## src/rtl/follower_pkg.sv

```systemverilog
// Shared types, channel map and saturation helper for the line-follower datapath.
package follower_pkg;

  localparam int ACC_W = 17;

  typedef enum logic [2:0] {IDLE, SETTLE, CONV, WAIT, ACCUM, DONE} err_state_t;

  // Index 0 sits in the LSBs: inner pair first, outer pair last, right before left.
  localparam logic [7:0][2:0] CH_MAP = {3'd6, 3'd7, 3'd5, 3'd3, 3'd2, 3'd4, 3'd0, 3'd1};

  localparam logic signed [ACC_W-1:0] SAT_MAX = 1023;
  localparam logic signed [ACC_W-1:0] SAT_MIN = -1024;

  function automatic logic [10:0] sat11(input logic signed [ACC_W-1:0] a);
    if (a > SAT_MAX)      sat11 = 11'h3FF;
    else if (a < SAT_MIN) sat11 = 11'h400;
    else                  sat11 = a[10:0];
  endfunction

endpackage

```

## src/rtl/settle_tmr.sv

```systemverilog
// Loadable up-counter; tc flags the last count of an N-clock interval.
module settle_tmr #(
  parameter int N = 4096
) (
  input  logic clk,
  input  logic rst,
  input  logic clr,
  input  logic en,
  output logic tc
);

  localparam int W = $clog2(N) + 1;

  logic [W-1:0] cnt;

  always_ff @(posedge clk or posedge rst) begin
    if (rst)      cnt <= '0;
    else if (clr) cnt <= '0;
    else if (en)  cnt <= cnt + 1'b1;
  end

  assign tc = (cnt == W'(N - 1));

endmodule

```

## src/rtl/err_compute.sv

```systemverilog
// Sequences 8 A2D conversions after IR settle, forms the weighted right-minus-left
// error, saturates it to 11 bits and strobes err_vld once per measurement.
module err_compute
  import follower_pkg::*;
#(
  parameter int          SETTLE_CYC = 4096,
  parameter logic [11:0] LINE_THRES = 12'h040
) (
  input  logic        clk,
  input  logic        rst,
  input  logic        go,
  output logic        IR_en,
  output logic [2:0]  chnnl,
  output logic        strt_cnv,
  input  logic        cnv_cmplt,
  input  logic [11:0] res,
  output logic [10:0] err_sat,
  output logic        err_vld,
  output logic        line_present
);

  err_state_t state, nxt;

  logic                    start;
  logic                    tc;
  logic [2:0]              idx;
  logic [11:0]             res_q;
  logic                    flag;
  logic signed [ACC_W-1:0] acc;
  logic        [ACC_W-1:0] ext;
  logic signed [ACC_W-1:0] term;

  assign start = (state == IDLE) && go;

  settle_tmr #(.N(SETTLE_CYC)) u_tmr (
    .clk (clk),
    .rst (rst),
    .clr (start),
    .en  (state == SETTLE),
    .tc  (tc)
  );

  // Zero-extend before shifting so the outer-pair weight never loses bits.
  assign ext  = ACC_W'(res_q);
  assign term = ext << idx[2:1];

  always_ff @(posedge clk or posedge rst) begin
    if (rst) state <= IDLE;
    else     state <= nxt;
  end

  always_comb begin
    nxt = state;
    case (state)
      IDLE:    if (go) nxt = SETTLE;
      SETTLE:  if (tc) nxt = CONV;
      CONV:    nxt = WAIT;
      WAIT:    if (cnv_cmplt) nxt = ACCUM;
      ACCUM:   nxt = (idx == 3'd7) ? DONE : CONV;
      DONE:    nxt = IDLE;
      default: nxt = IDLE;
    endcase
  end

  always_comb begin
    strt_cnv = (state == CONV);
    chnnl    = 3'd0;
    if (state == CONV || state == WAIT) chnnl = CH_MAP[idx];
  end

  always_ff @(posedge clk or posedge rst) begin
    if (rst) begin
      IR_en        <= 1'b0;
      acc          <= '0;
      idx          <= '0;
      res_q        <= '0;
      flag         <= 1'b0;
      err_sat      <= '0;
      err_vld      <= 1'b0;
      line_present <= 1'b0;
    end else begin
      err_vld <= (state == DONE);
      case (state)
        IDLE: if (go) begin
          IR_en <= 1'b1;
          acc   <= '0;
          idx   <= '0;
          flag  <= 1'b0;
        end
        WAIT: if (cnv_cmplt) res_q <= res;
        ACCUM: begin
          // Even idx is a right sensor, odd idx its left partner.
          acc  <= idx[0] ? acc - term : acc + term;
          flag <= flag | (res_q >= LINE_THRES);
          if (idx != 3'd7) idx <= idx + 3'd1;
        end
        DONE: begin
          err_sat      <= sat11(acc);
          line_present <= flag;
          IR_en        <= 1'b0;
        end
        default: ;
      endcase
    end
  end

endmodule

```

## config.mk

```make
export PLATFORM = sky130hd
export DESIGN_NAME = err_compute
export DESIGN_NICKNAME = d
export VERILOG_FILES = /design/src/rtl/follower_pkg.sv /design/src/rtl/settle_tmr.sv /design/src/rtl/err_compute.sv
export SDC_FILE = /design/constraint.sdc
export NUM_CORES = 1
export LEC_CHECK = 0
export ABC_AREA = 1
export BUFFER_PORTS_ARGS = -buffer_cell sky130_fd_sc_hd__buf_2
export CAP_MARGIN = 25
export CORE_MARGIN = 3
export CORE_UTILIZATION = 45
export DETAILED_ROUTE_END_ITERATION = 16
export SETUP_SLACK_MARGIN = 0.3
export SLEW_MARGIN = 20
export SYNTH_ARGS = -nofsm -noshare
export SYNTH_HDL_FRONTEND = slang
export SYNTH_SLANG_ARGS = --single-unit
```

## constraint.sdc

```tcl
create_clock -name clk -period 8.3 [get_ports clk]
set_input_delay 1.66 -clock clk [delete_from_list [all_inputs] [get_ports clk]]
set_output_delay 1.66 -clock clk [all_outputs]
set_load 0.02 [all_outputs]
```

# Word level (Yosys, flattened, before mapping)
# Memory sizes are Yosys's and may differ from the RTL's.
# Index checks and enable logic that the tools add are counted.
dict set report totals {
  register_bits 63
  latchBits 0
  ramBits 0
  rom_bits 24
  in_bits 16
  word_cells 65
  mem_count 1
}
dict set report op_classes {
  n_addsub 4
  mul 0
  n_div 0
  magnitude_cmp 4
  n_eq_ne 12
  n_shift 1
  n_mux 21
  bitwise_logic 1
  n_reduce_logical 11
}
# name depth word_bits rd rd_ports_with_merged_regs write_ports line_no
set mem_list {}
lappend mem_list {{(no name shown)} 8 3 1 0 0 err_compute.sv:68} ;# if (state == CONV || state == WAIT) chnnl = CH_MAP[idx];
# operator n
set op_table {}
lappend op_table {{17-bit 2-to-1 mux} 2}
lappend op_table {{17-bit case mux with 2 select lines} 1}
lappend op_table {{13-bit 2-to-1 mux} 2}
lappend op_table {{3-bit 2-to-1 mux} 8}
lappend op_table {{11-bit 2-to-1 mux} 2}
lappend op_table {{17-bit adder} 1}
lappend op_table {{17-bit by 11-bit > comparator with 1-bit output, second input constant} 1}
lappend op_table {{17-bit by 11-bit less-than comparator with 1-bit output, second input constant} 1}
lappend op_table {{12-bit by 2-bit left shift with 17-bit output} 1}
lappend op_table {{17-bit subtractor} 1}
lappend op_table {{3-bit case mux with 5 select lines} 1}
lappend op_table {{13-bit by 1-bit adder with 13-bit output, second input constant} 1}
lappend op_table {{13-bit by 12-bit == test with 1-bit output, second input constant} 1}
lappend op_table {{12-bit by 7-bit greater-or-equal comparator with 1-bit output, second input constant} 1}
lappend op_table {{3-bit == test, second input constant} 3}
lappend op_table {{2-bit != test, second input constant} 4}
lappend op_table {{3-bit by 2-bit == test with 1-bit output, second input constant} 2}
lappend op_table {{3-bit case mux with 2 select lines} 1}
lappend op_table {{2-bit AND reduction} 3}
lappend op_table {{3-bit AND reduction} 2}
lappend op_table {{2-bit nonzero test} 3}
lappend op_table {{3-bit by 4-bit less-than comparator with 1-bit output, second input constant} 1}
lappend op_table {{1-bit case mux with 2 select lines} 2}
lappend op_table {{3-bit by 1-bit adder with 3-bit output, second input constant} 1}
lappend op_table {{7 further kinds} 8}

# Logic depth before layout (Yosys ltp)
# Gate-level depths: netlist (run 1).
dict set report depth {
  depth_word 4
  mapped_depth 21
}

# Hierarchy
# Synthesis (run 1) repeated with hierarchy kept, for this count alone.
dict set report hier_totals {
  hier_cells 574
  hier_area_um2 4359.2
}
# mod n_inst cells_per_inst area_each_um2 seq_area_each_um2
set modules_own_cells {}
lappend modules_own_cells {err_compute 1 474 3595.9 1251.2}
lappend modules_own_cells {settle_tmr 1 100 763.2 325.3}

# Worst setup path before layout (run 1)
# Ideal clock, no wire load.
dict set report synth_path {
  path_type {reg-to-output}
  from {register idx[0]}
  to {output port chnnl[0]}
  arrival_ns 1.492
  slack_ns 5.148
  stages_incl_launch_ff 9
  n_path_buf 2
  path_cell_list {dfrtp_1 -> clkbuf_1 -> inv_1 -> clkbuf_1 -> ha_1 -> nand2_1 -> o21ai_0 -> nand2_1 -> inv_1}
}
dict set report synth_via {
  elab_chain_cells 3
}
# element line_no
set synth_lines {}
lappend synth_lines {{start, declared} err_compute.sv:26} ;# logic [2:0] idx;
lappend synth_lines {{start signal, assigned} err_compute.sv:95} ;# if (idx != 3'd7) idx <= idx + 3'd1;
lappend synth_lines {{memory 8 x 3 bit} -}
lappend synth_lines {{3-bit 2-to-1 mux (implied by the code)} err_compute.sv:68}
lappend synth_lines {{3-bit 2-to-1 mux} err_compute.sv:68}
lappend synth_lines {{end, declared} err_compute.sv:13} ;# output logic [2:0] chnnl,
# Every way passes these cells. The select of a mux whose other input is x is not followed.

# Final worst setup path (run 1)
# Ends and elaborated chain as after synthesis.

==> results.cfg, run 1 <==
[drt]
drt_first_iter_violations = 155
drt-pass1-iter-count = 5
vias = 3613
routed_via_density = 5.16
drc = 0
wl_per_cell_um = 13.1
drt-total-wl_um = 9170
antenna_left = 0

[timing]
min_period_ns = 3.56
timing.final.max_slew_violations = 0
grt_setup_unrepaired = false
setup_violations = 0
fin_skew_ns = 0.0120
fmax_mhz = 281
worst_pin_slew_ns = 0.796
hold_viol = 0
relSlewSlack = 0.469
post-route-period-util = 0.429
setup_tns_ns = 0

[die]
die-width_um = 102
num_rows = 34
core_mm2 = 0.00885
fp.dieH_um = 102
io_pins = 34
initial_utilization = 0.468
die_area_mm2 = 0.0104

[power]
power_w = 0.00209
power_per_cell_area_mw_per_mm2 = 454
p_int_w = 0.00104
seqPwrFrac = 0.255
p_comb_frac = 0.604
p_leak_nw = 2.38
ir_worst_vdd_mv = 0.170
switchingPower_w = 0.00106
pwr-share-clk = 0.141
swShare = 0.505

[critical_path]
required_ns = 6.64
end_kind = primary output
worstSetupPathType = flip-flop to primary output
crit_path_start_kind = flip-flop
worst_ep_arrival_time_ns = 1.90
worst-path-max-fanout = 16

[clocking]
cts_resized = 0
clockBufferDepth = 2
cts.clk_slew.worst_paths_ns = 0.07
numCtsBuffers = 9
hold_buffers = 0
cts_sinks = 63
cts.root.buffer_cell = clkbuf_8
tritoncts = yes
clk_latency_ns = 0.35
h-tree-depth = 3
post_cts_buffers = 0

[logic_synthesis]
synth_cell_types = 37
yosys.area.top_type = dfrtp_1
ys.flop_type = dfrtp_1
ys_warn_count = 0
netlist.area_leader.share = 0.381
syn-mean-instance-area_um2 = 7.49
synthTopCellsByCount = 141 x nand2_1, 63 x dfrtp_1, 54 x o21ai_0, 50 x inv_1, 44 x nor2_1
post-synth-top-count-cell = nand2_1
syn_area_mm2 = 0.00414
async_reset_ff_frac = 1.00
ys_seq_area_frac = 0.381
syn_inst = 553
synth_edf_count = 0
synthesis.nets = 592
synthTopCellsByArea = dfrtp_1 38%, nand2_1 13%, ha_1 6.6%, o21ai_0 6.5%, nand3_1 4.8%
synth_seq_cells = 63

[finish]
final_cells = 700
antennaDiodeCount = 0
final_nets = 626
drive_above_1_share = 0.152
fill_cells = 896
area_growth_pct = 11.3

[flow_run]
maxCapViolCount = 0

[place]
dp_hpwl_um = 6930
placedCellCount = 684
place_congestion = 0.899
portBuffers = 33

[run_status]
status = finished, final reports clean

[global_route]
grt_pass1_wl_um = 16000
grt_remaining_overflow = 0
grt_antenna_before_repair = 0
grt.total_usage = 0.194
grt_max_degree = 64
grt_pass1_vias = 3454

[worst_hold_path]
hp-class = flip-flop to flip-flop
-- worst paths after layout --
| kind | cells after the start | slack, ns | endpoint | start |
|---|---|---|---|---|
| worst min register to register | 1 | 0.47 | u_tmr.cnt[11] | u_tmr.cnt[10] |
| worst max-delay path | 7 | 4.74 | chnnl[0] | idx[0] |
| max in group asynchronous | 3 | 6.24 | res_q[6] | rst |
| min in group asynchronous | 3 | 1.53 | err_sat[3] | rst |
| worst min-delay path | 1 | 0.47 | u_tmr.cnt[11] | u_tmr.cnt[10] |
| worst max register to register | 19 | 4.82 | acc[14] | idx[1] |
-- per-stage QoR --
stage	hold WS [ns]	instance area, µm²	worst slack (ns)	util
after floorplan	0.446	4140	5.07	-
after global placement	0.452	4390	4.94	0.496
after detailed placement	0.464	4390	4.82	0.496
after CTS	0.473	4610	4.70	0.521
after global routing	0.508	4610	4.36	0.521
final	0.474	4610	4.74	0.521
-- logic make-up after synthesis --
group | Yosys count | share of synthesized area
multiplexers | 11 | 0.0299
flip-flops | 63 | 0.381
adder cells (fa/ha/maj) | 23 | 0.0713
AND/OR/NAND/NOR | 266 | 0.281
AO/OA/AOI/OAI | 109 | 0.140
buffers and inverters | 66 | 0.0653
XOR/XNOR | 15 | 0.0317
-- sequential cells by signal, summed over array words and instances (netlist names) --
register / cells
state: 3
err_vld: 1
idx: 3
flag: 1
res_q: 12
IR_en: 1
acc: 17
err_sat: 11
u_tmr.cnt: 13
line_present: 1
-- area by class of cell --
cell class / instances / area [µm²] / area share
Multi-Input combinational cell: 424 / 2300 / 0.498
Sequential cell: 63 / 1580 / 0.342
Inverter: 55 / 206 / 0.0448
Timing Repair Buffer: 34 / 173 / 0.0375
Tap cell: 108 / 135 / 0.0293
Clock buffer: 9 / 124 / 0.0269
Clock inverter: 7 / 97.6 / 0.0212
-- worst max-delay path, stage by stage, from the launching register on --
cell	delay, ns
dfrtp_1	0.54
inv_1	0.32
ha_1	0.29
nand2_1	0.06
o21ai_0	0.09
nand2_1	0.08
inv_1	0.03
buf_2	0.15
-- placed cells by master, fill, tap and decap left out, types with 6 or more instances in the layout --
cell and instances:
o21ai_1 6, xnor2_1 9, a21oi_1 34, buf_2 33
clkbuf_8 9, xor2_1 6, inv_1 49, dfrtp_1 63
nor2_1 43, ha_1 22, mux2_2 11, o21ai_0 54
nand2_1 141, nand3_1 40, nor3_1 12, nand2_2 15
-- power by group through the flow --
| stage | Clock (W) | Combinational, W | Sequential, W |
|---|---|---|---|
| 2_1_floorplan | 0 | 0.000985 | 0.000537 |
| 3_3_place_gp | 0 | 0.00124 | 0.000534 |
| 3_5_place_dp | 0 | 0.00126 | 0.000538 |
| 4_1_cts | 0.000307 | 0.00127 | 0.000533 |
| 5_1_grt | 0.000321 | 0.00146 | 0.000554 |
| 6_report | 0.000296 | 0.00126 | 0.000534 |
-- metal layers --
metal / vias up / part of all wire / track usage
met3: 4 / 0.038 / 0.0369
met1: 1642 / 0.51 / 0.279
met2: 69 / 0.44 / 0.298
li1: 1898 / - / -
met4: 0 / 0.0062 / 0.0575
met5: - / 0 / 0
Note: power is estimated with default switching activity, not from simulation.
==> run 2, diff against run 1 <==
- clock period: 8.3 -> 3.4 ns (I/O delays scaled with it)
==> run 2 against run 1 <==
Against the previous run:
- routed wire length grew 3.3%
- register-to-register slack lost 4.3 ns
- combinational power grew to 2.8 times the previous value
- total power grew to 2.7 times the previous value
- via count grew 3.1%
- critical path depth grew 11
- final area grew 6.1%
- die area is the same
- clock skew grew 0.0019 ns
- sequential cell count is the same
- worst hold slack lost 0.063 ns
- critical endpoint is now acc[13]
==> results.cfg, run 2 (synthesis results as in run 1) <==
[place]
portBuffers = 33
dp_hpwl_um = 7140
place_area_mm2 = 0.00442
place_congestion = 0.850

[clocking]
cts.clk_slew.worst_paths_ns = 0.09
clockBufferDepth = 2
cts_sinks = 63
clk_latency_ns = 0.35
cts.root.buffer_cell = clkbuf_8
tritoncts = yes
h-tree-depth = 3
numCtsBuffers = 9

[power]
seqPwrFrac = 0.228
p_comb_frac = 0.626
swShare = 0.493
power_per_cell_area_mw_per_mm2 = 1160
switchingPower_w = 0.00280
pwr-share-clk = 0.146
ir_worst_vdd_mv = 0.444
p_leak_nw = 2.49
p_int_w = 0.00287
power_w = 0.00567

[critical_path]
rrSetupSlack_ns = 0.47
worst-path-max-fanout = 4
critical_path.cell_chain = nor2_1 -> inv_1 -> nor2_2 -> inv_1 -> ha_2 -> nand3_2 -> nor2_4 -> a21oi_2 -> xor2_1 -> ha_1 -> buf_4 -> a21oi_1 -> o21ai_0 -> a21oi_1 -> o21ai_2 -> a21oi_1 -> o21ai_1 -> nand2_1
worst_ep_arrival_time_ns = 3.21
cp-startpoint = idx[1]
r2r-end = acc[13]
cp-endpoint = acc[13]
path_common_cell = a21oi_1
end_kind = flip-flop
slowest_stage = dfrtp_2
crit_path_start_kind = flip-flop
r2r-start = idx[1]
worstSetupPathType = flip-flop to flip-flop
ff2ff_path_depth = 18
critPathMaxStageDelay_ns = 0.46
required_ns = 3.68

[finish]
final_area_mm2 = 0.00489
largest_register_ffs = 17
area_growth_pct = 18.0
final_nets = 644
drive_above_1_share = 0.221
fin_util = 0.552
final_common_cell = nand2_1
reg_top3 = acc x17, u_tmr.cnt x13, res_q x12
final_cell_mix = 138 x nand2_1, 62 x dfrtp_1, 48 x inv_1
antennaDiodeCount = 0
regMostFlops = acc

[drt]
drc = 0
routed_via_density = 5.19
drt-pass1-iter-count = 6
wl_per_cell_um = 13.2
antenna_left = 0
vias = 3725
drt_first_iter_violations = 110
drt-total-wl_um = 9470

[global_route]
grt.total_usage = 0.189
grt_pass1_vias = 3360
grt_antenna_before_repair = 0
grt_max_degree = 34
grt_pass1_wl_um = 15700
grt_remaining_overflow = 0

[timing]
setup_tns_ns = 0
relSlewSlack = 0.527
min_period_ns = 2.93
grt_setup_unrepaired = true
timing.final.max_slew_violations = 0
worst_pin_slew_ns = 0.703
post-route-period-util = 0.861
setup_violations = 0
hold_viol = 0
hold_slack_ns = 0.412
fmax_mhz = 342
fin_skew_ns = 0.0139

[die]
core_mm2 = 0.00885
num_rows = 34
fp.dieH_um = 102
initial_utilization = 0.468
io_pins = 34
die_area_mm2 = 0.0104
die-width_um = 102

[flow_run]
maxCapViolCount = 0

[run_status]
status = finished, final reports clean

[worst_hold_path]
hp-class = primary input to asynchronous set/reset pin
[run 2: worst min-delay path by stage]
| stage | cells past startpoint | slack [ns] | end | startpoint |
|---|---|---|---|---|
| after floorplan | 1 | 0.45 | u_tmr.cnt[11] | u_tmr.cnt[10] |
| after global placement | 2 | 0.45 | IR_en | IR_en |
| after detailed placement | 2 | 0.46 | IR_en | IR_en |
| after CTS | 2 | 0.44 | err_sat[3] | rst |
| after global routing | 2 | 0.45 | err_sat[3] | rst |
| final | 2 | 0.41 | err_sat[3] | rst |
[run 2: per-stage QoR]
step,instances,setup slack [ns]
after floorplan,553,0.572
after global placement,689,0.297
after detailed placement,689,0.185
after CTS,705,0.301
after global routing,718,0.246
final,718,0.474
[run 2: layout make-up]
| type | instances | area [µm²] |
|---|---|---|
| repair inverters | 1 | 5.00 |
| repair buffers | 51 | 304 |
| clock inverters | 7 | 128 |
| well taps | 108 | 135 |
| multi-input cells | 424 | 2400 |
| fillers | 859 | 3960 |
| clock buffers | 9 | 124 |
| flip-flops and latches | 63 | 1580 |
| inverters | 55 | 214 |
[run 2: layer usage]
| layer | part of all wire | global-route usage | wire (µm) | up-vias |
|---|---|---|---|---|
| li1 | - | - | - | 1937 |
| met3 | 0.036 | 0.0389 | 340 | 7 |
| met5 | 0 | 0 | 0 | - |
| met4 | 0.0080 | 0.0535 | 76 | 0 |
| met1 | 0.50 | 0.277 | 4780 | 1715 |
| met2 | 0.45 | 0.285 | 4280 | 66 |
[run 2: timing repair]
action | 4_1_cts | 5_1_grt
hold endpoints to repair | 0 | 0
hold buffers | 0 | 0
pin swaps | 0 | 12
resized for setup | 2 | 41
buffers inserted | 0 | 12
endpoints found under the setup margin | 4 | 11
gates cloned | 0 | 1
[run 2: worst max-delay path, delay by kind of cell (launching register included)]
family,cells,cell delay (ns)
compound gates,7,0.94
flops,1,0.46
simple gates,5,0.49
buf+inv,3,0.30
fa+ha+maj,2,0.47
xor+xnor,1,0.21
[run 2: power by group through the flow]
stage	combinational, W	sequential [W]	clock (W)
floorplan	0.00240	0.00131	0
global placement	0.00311	0.00129	0
detailed placement	0.00314	0.00130	0
CTS	0.00316	0.00128	0.000849
global route	0.00404	0.00134	0.000890
finish	0.00355	0.00129	0.000829
==> run 3, diff against run 2 <==
- ABC_AREA: 1 -> default
- GPL_TIMING_DRIVEN: default -> 0
==> run 3 against run 2 <==
Against the previous run:
- the flow now finishes with violations (setup timing)
- worst hold slack got worse by 0.13 ns
- clock skew rose by 0.0011 ns
- cell count fell by 6.8%
- final area rose by 7.3%
- maximum frequency fell by 21%
- critical endpoint is now acc[14]
- largest cell class unchanged
- largest power group is now sequential cells
- highest routed layer unchanged
==> results.cfg, run 3 <==
[place]
portBuffers = 33
placedCellCount = 618
dp_hpwl_um = 7150
dpl_worst_slack_ns = -0.433
place_congestion = 0.855
place_area_mm2 = 0.00452

[drt]
vias = 3619
drt-pass1-iter-count = 4
drt-total-wl_um = 10200
drc = 0
routed_via_density = 5.41
wl_per_cell_um = 15.2
antenna_left = 0
drt_first_iter_violations = 140

[timing]
post-route-period-util = 1.09
timing.final.max_slew_violations = 0
fmax_mhz = 270
grt_setup_unrepaired = true
relSlewSlack = 0.482
setup_violations = 9
fin_ws_ns = -0.300
setup_tns_ns = -1.52
fin_skew_ns = 0.0150
min_period_ns = 3.70
worst_pin_slew_ns = 0.774
hold_viol = 0

[critical_path]
slowest_stage = dfrtp_1
crit_path_start_kind = flip-flop
worst-path-max-fanout = 7
required_ns = 3.63
crit_family = compound AO/OA/AOI/OAI gates
r2r-start = idx[1]
path_common_cell = buf_4
worst_ep_arrival_time_ns = 3.93
cp.buffers_inverters = 10
worstSetupPathType = flip-flop to flip-flop
rrSetupSlack_ns = -0.30
end_kind = flip-flop
ff2ff_path_depth = 22
r2r-end = acc[14]
critPathMaxStageDelay_ns = 0.37
critical_path.cell_chain = buf_6 -> buf_6 -> clkbuf_16 -> a21boi_4 -> nor2_1 -> inv_1 -> buf_4 -> buf_6 -> buf_4 -> buf_4 -> buf_4 -> buf_4 -> nor2_2 -> a21o_1 -> fa_2 -> nor2b_4 -> o31ai_4 -> a21oi_2 -> o211ai_1 -> a21oi_2 -> or3_1 -> a31o_2

[power]
pwr-share-clk = 0.335
switchingPower_w = 0.000733
p_int_w = 0.00153
swShare = 0.324
seqPwrFrac = 0.371
ir_worst_vdd_mv = 0.242
power_per_cell_area_mw_per_mm2 = 431
p_leak_nw = 2.44
p_comb_frac = 0.294

[finish]
area_growth_pct = 26.0
regMostFlops = acc
reg_top3 = acc x17, u_tmr.cnt x13, res_q x12
final_nets = 595
final_cells = 669
fill_cells = 800
final_common_cell = nand2_1
fin_util = 0.593
final_cell_mix = 68 x nand2_1, 63 x dfrtp_1, 51 x nor2_1
largest_register_ffs = 17
antennaDiodeCount = 0
drive_above_1_share = 0.282
final_area_mm2 = 0.00524

[logic_synthesis]
ys_seq_area_frac = 0.379
synthTopCellsByCount = 68 x nand2_1, 63 x dfrtp_1, 55 x nor2_1, 42 x o21ai_0, 28 x a21oi_1
async_reset_ff_frac = 1.00
synthTopCellsByArea = dfrtp_1 38%, ha_1 6.6%, nand2_1 6.1%, o21ai_0 5.1%, nor2_1 5.0%
syn_area_mm2 = 0.00416
synth_seq_cells = 63
syn-mean-instance-area_um2 = 8.74
ys.flop_type = dfrtp_1
yosys.area.top_type = dfrtp_1
post-synth-top-count-cell = nand2_1
synth_cell_types = 55
synth_edf_count = 0
synthesis.nets = 515
syn_inst = 476
ys_warn_count = 0
netlist.area_leader.share = 0.379

[die]
io_pins = 34
die-width_um = 102
num_rows = 34
die_area_mm2 = 0.0104
initial_utilization = 0.470
core_mm2 = 0.00885
fp.dieH_um = 102

[clocking]
clockBufferDepth = 2
clk_latency_ns = 0.35
h-tree-depth = 3
tritoncts = yes
cts.clk_slew.worst_paths_ns = 0.09
cts.root.buffer_cell = clkbuf_8
numCtsBuffers = 9
cts_sinks = 63

[run_status]
status = finished with violations
violations = setup timing

[global_route]
grt.total_usage = 0.203
grt_pass1_vias = 3502
grt_antenna_before_repair = 0
grt_remaining_overflow = 0
grt_pass1_wl_um = 16700
grt_max_degree = 43

[worst_hold_path]
hp-class = primary input to asynchronous set/reset pin

[flow_run]
maxCapViolCount = 0
==> run 3: power groups by stage <==
stage	Sequential, W	Clock, W	Combinational [W]
4_1_cts	0.000838	0.000764	0.000584
5_1_grt	0.000848	0.000812	0.000733
6_report	0.000839	0.000758	0.000666
3_5_place_dp	0.000853	0	0.000473
3_3_place_gp	0.000852	0	0.000458
2_1_floorplan	0.000842	0	0.000383
==> run 3: what timing repair did <==
item | in CTS | in global routing
endpoints found under the setup margin | 12 | 14
gates resized for setup | 35 | 28
pin swaps | 19 | 22
hold buffers | 0 | 0
setup buffers | 22 | 13
==> run 3: final cells by class <==
class / count / area, µm² / area share
Multi-Input combinational cell: 380 / 2670 / 0.510
Sequential cell: 63 / 1580 / 0.301
Timing Repair Buffer: 69 / 467 / 0.0890
Tap cell: 108 / 135 / 0.0258
Clock buffer: 10 / 128 / 0.0243
Buffer: 21 / 124 / 0.0236
Clock inverter: 6 / 93.8 / 0.0179
Inverter: 12 / 47.5 / 0.00907
==> run 3: worst register-to-register path, delay by kind of cell (launching register included) <==
kind	cells	cell delay, ns
AOI/OAI and AO/OA	7	1.24
adders and majority gates	1	0.26
buffers and inverters	10	1.17
DFF	1	0.37
and+or+nand+nor	4	0.59
==> run 3: kinds of logic (layout without fill, tap and decap cells) <==
kind of cell | count (synthesis) | after routing | synth area share
AOI/OAI and AO/OA | 109 | 109 | 0.163
DFF | 63 | 63 | 0.379
and+or+nand+nor | 192 | 192 | 0.213
buffers and inverters | 33 | 118 | 0.0343
adders and majority gates | 23 | 23 | 0.0710
xor gates and xnor gates | 31 | 31 | 0.0652
muxes | 25 | 25 | 0.0743
==> run 3: how the worst max path moves through the flow <==
stage | depth (start not counted) | startpoint | slack, ns | end
after CTS | 20 | idx[1] | -0.22 | acc[16]
after global placement | 20 | idx[1] | -0.37 | acc[16]
final | 22 | idx[1] | -0.30 | acc[14]
after floorplan | 20 | idx[1] | -0.07 | acc[16]
after detailed placement | 20 | idx[1] | -0.43 | acc[16]
after global routing | 23 | idx[1] | -0.48 | acc[16]
==> run 3: metrics by stage <==
step	total power (W)	hold slack, ns
after floorplan	0.00122	0.440
after global placement	0.00131	0.457
after detailed placement	0.00133	0.462
after CTS	0.00219	0.285
after global routing	0.00239	0.280
final	0.00226	0.282
==> run 3: layer usage <==
metal | GRT usage | share of wire | vias to the layer above
met5 | 0 | 0 | -
met4 | 0.0656 | 0.016 | 0
met3 | 0.0437 | 0.048 | 12
met2 | 0.321 | 0.46 | 70
met1 | 0.277 | 0.47 | 1700
li1 | - | - | 1837
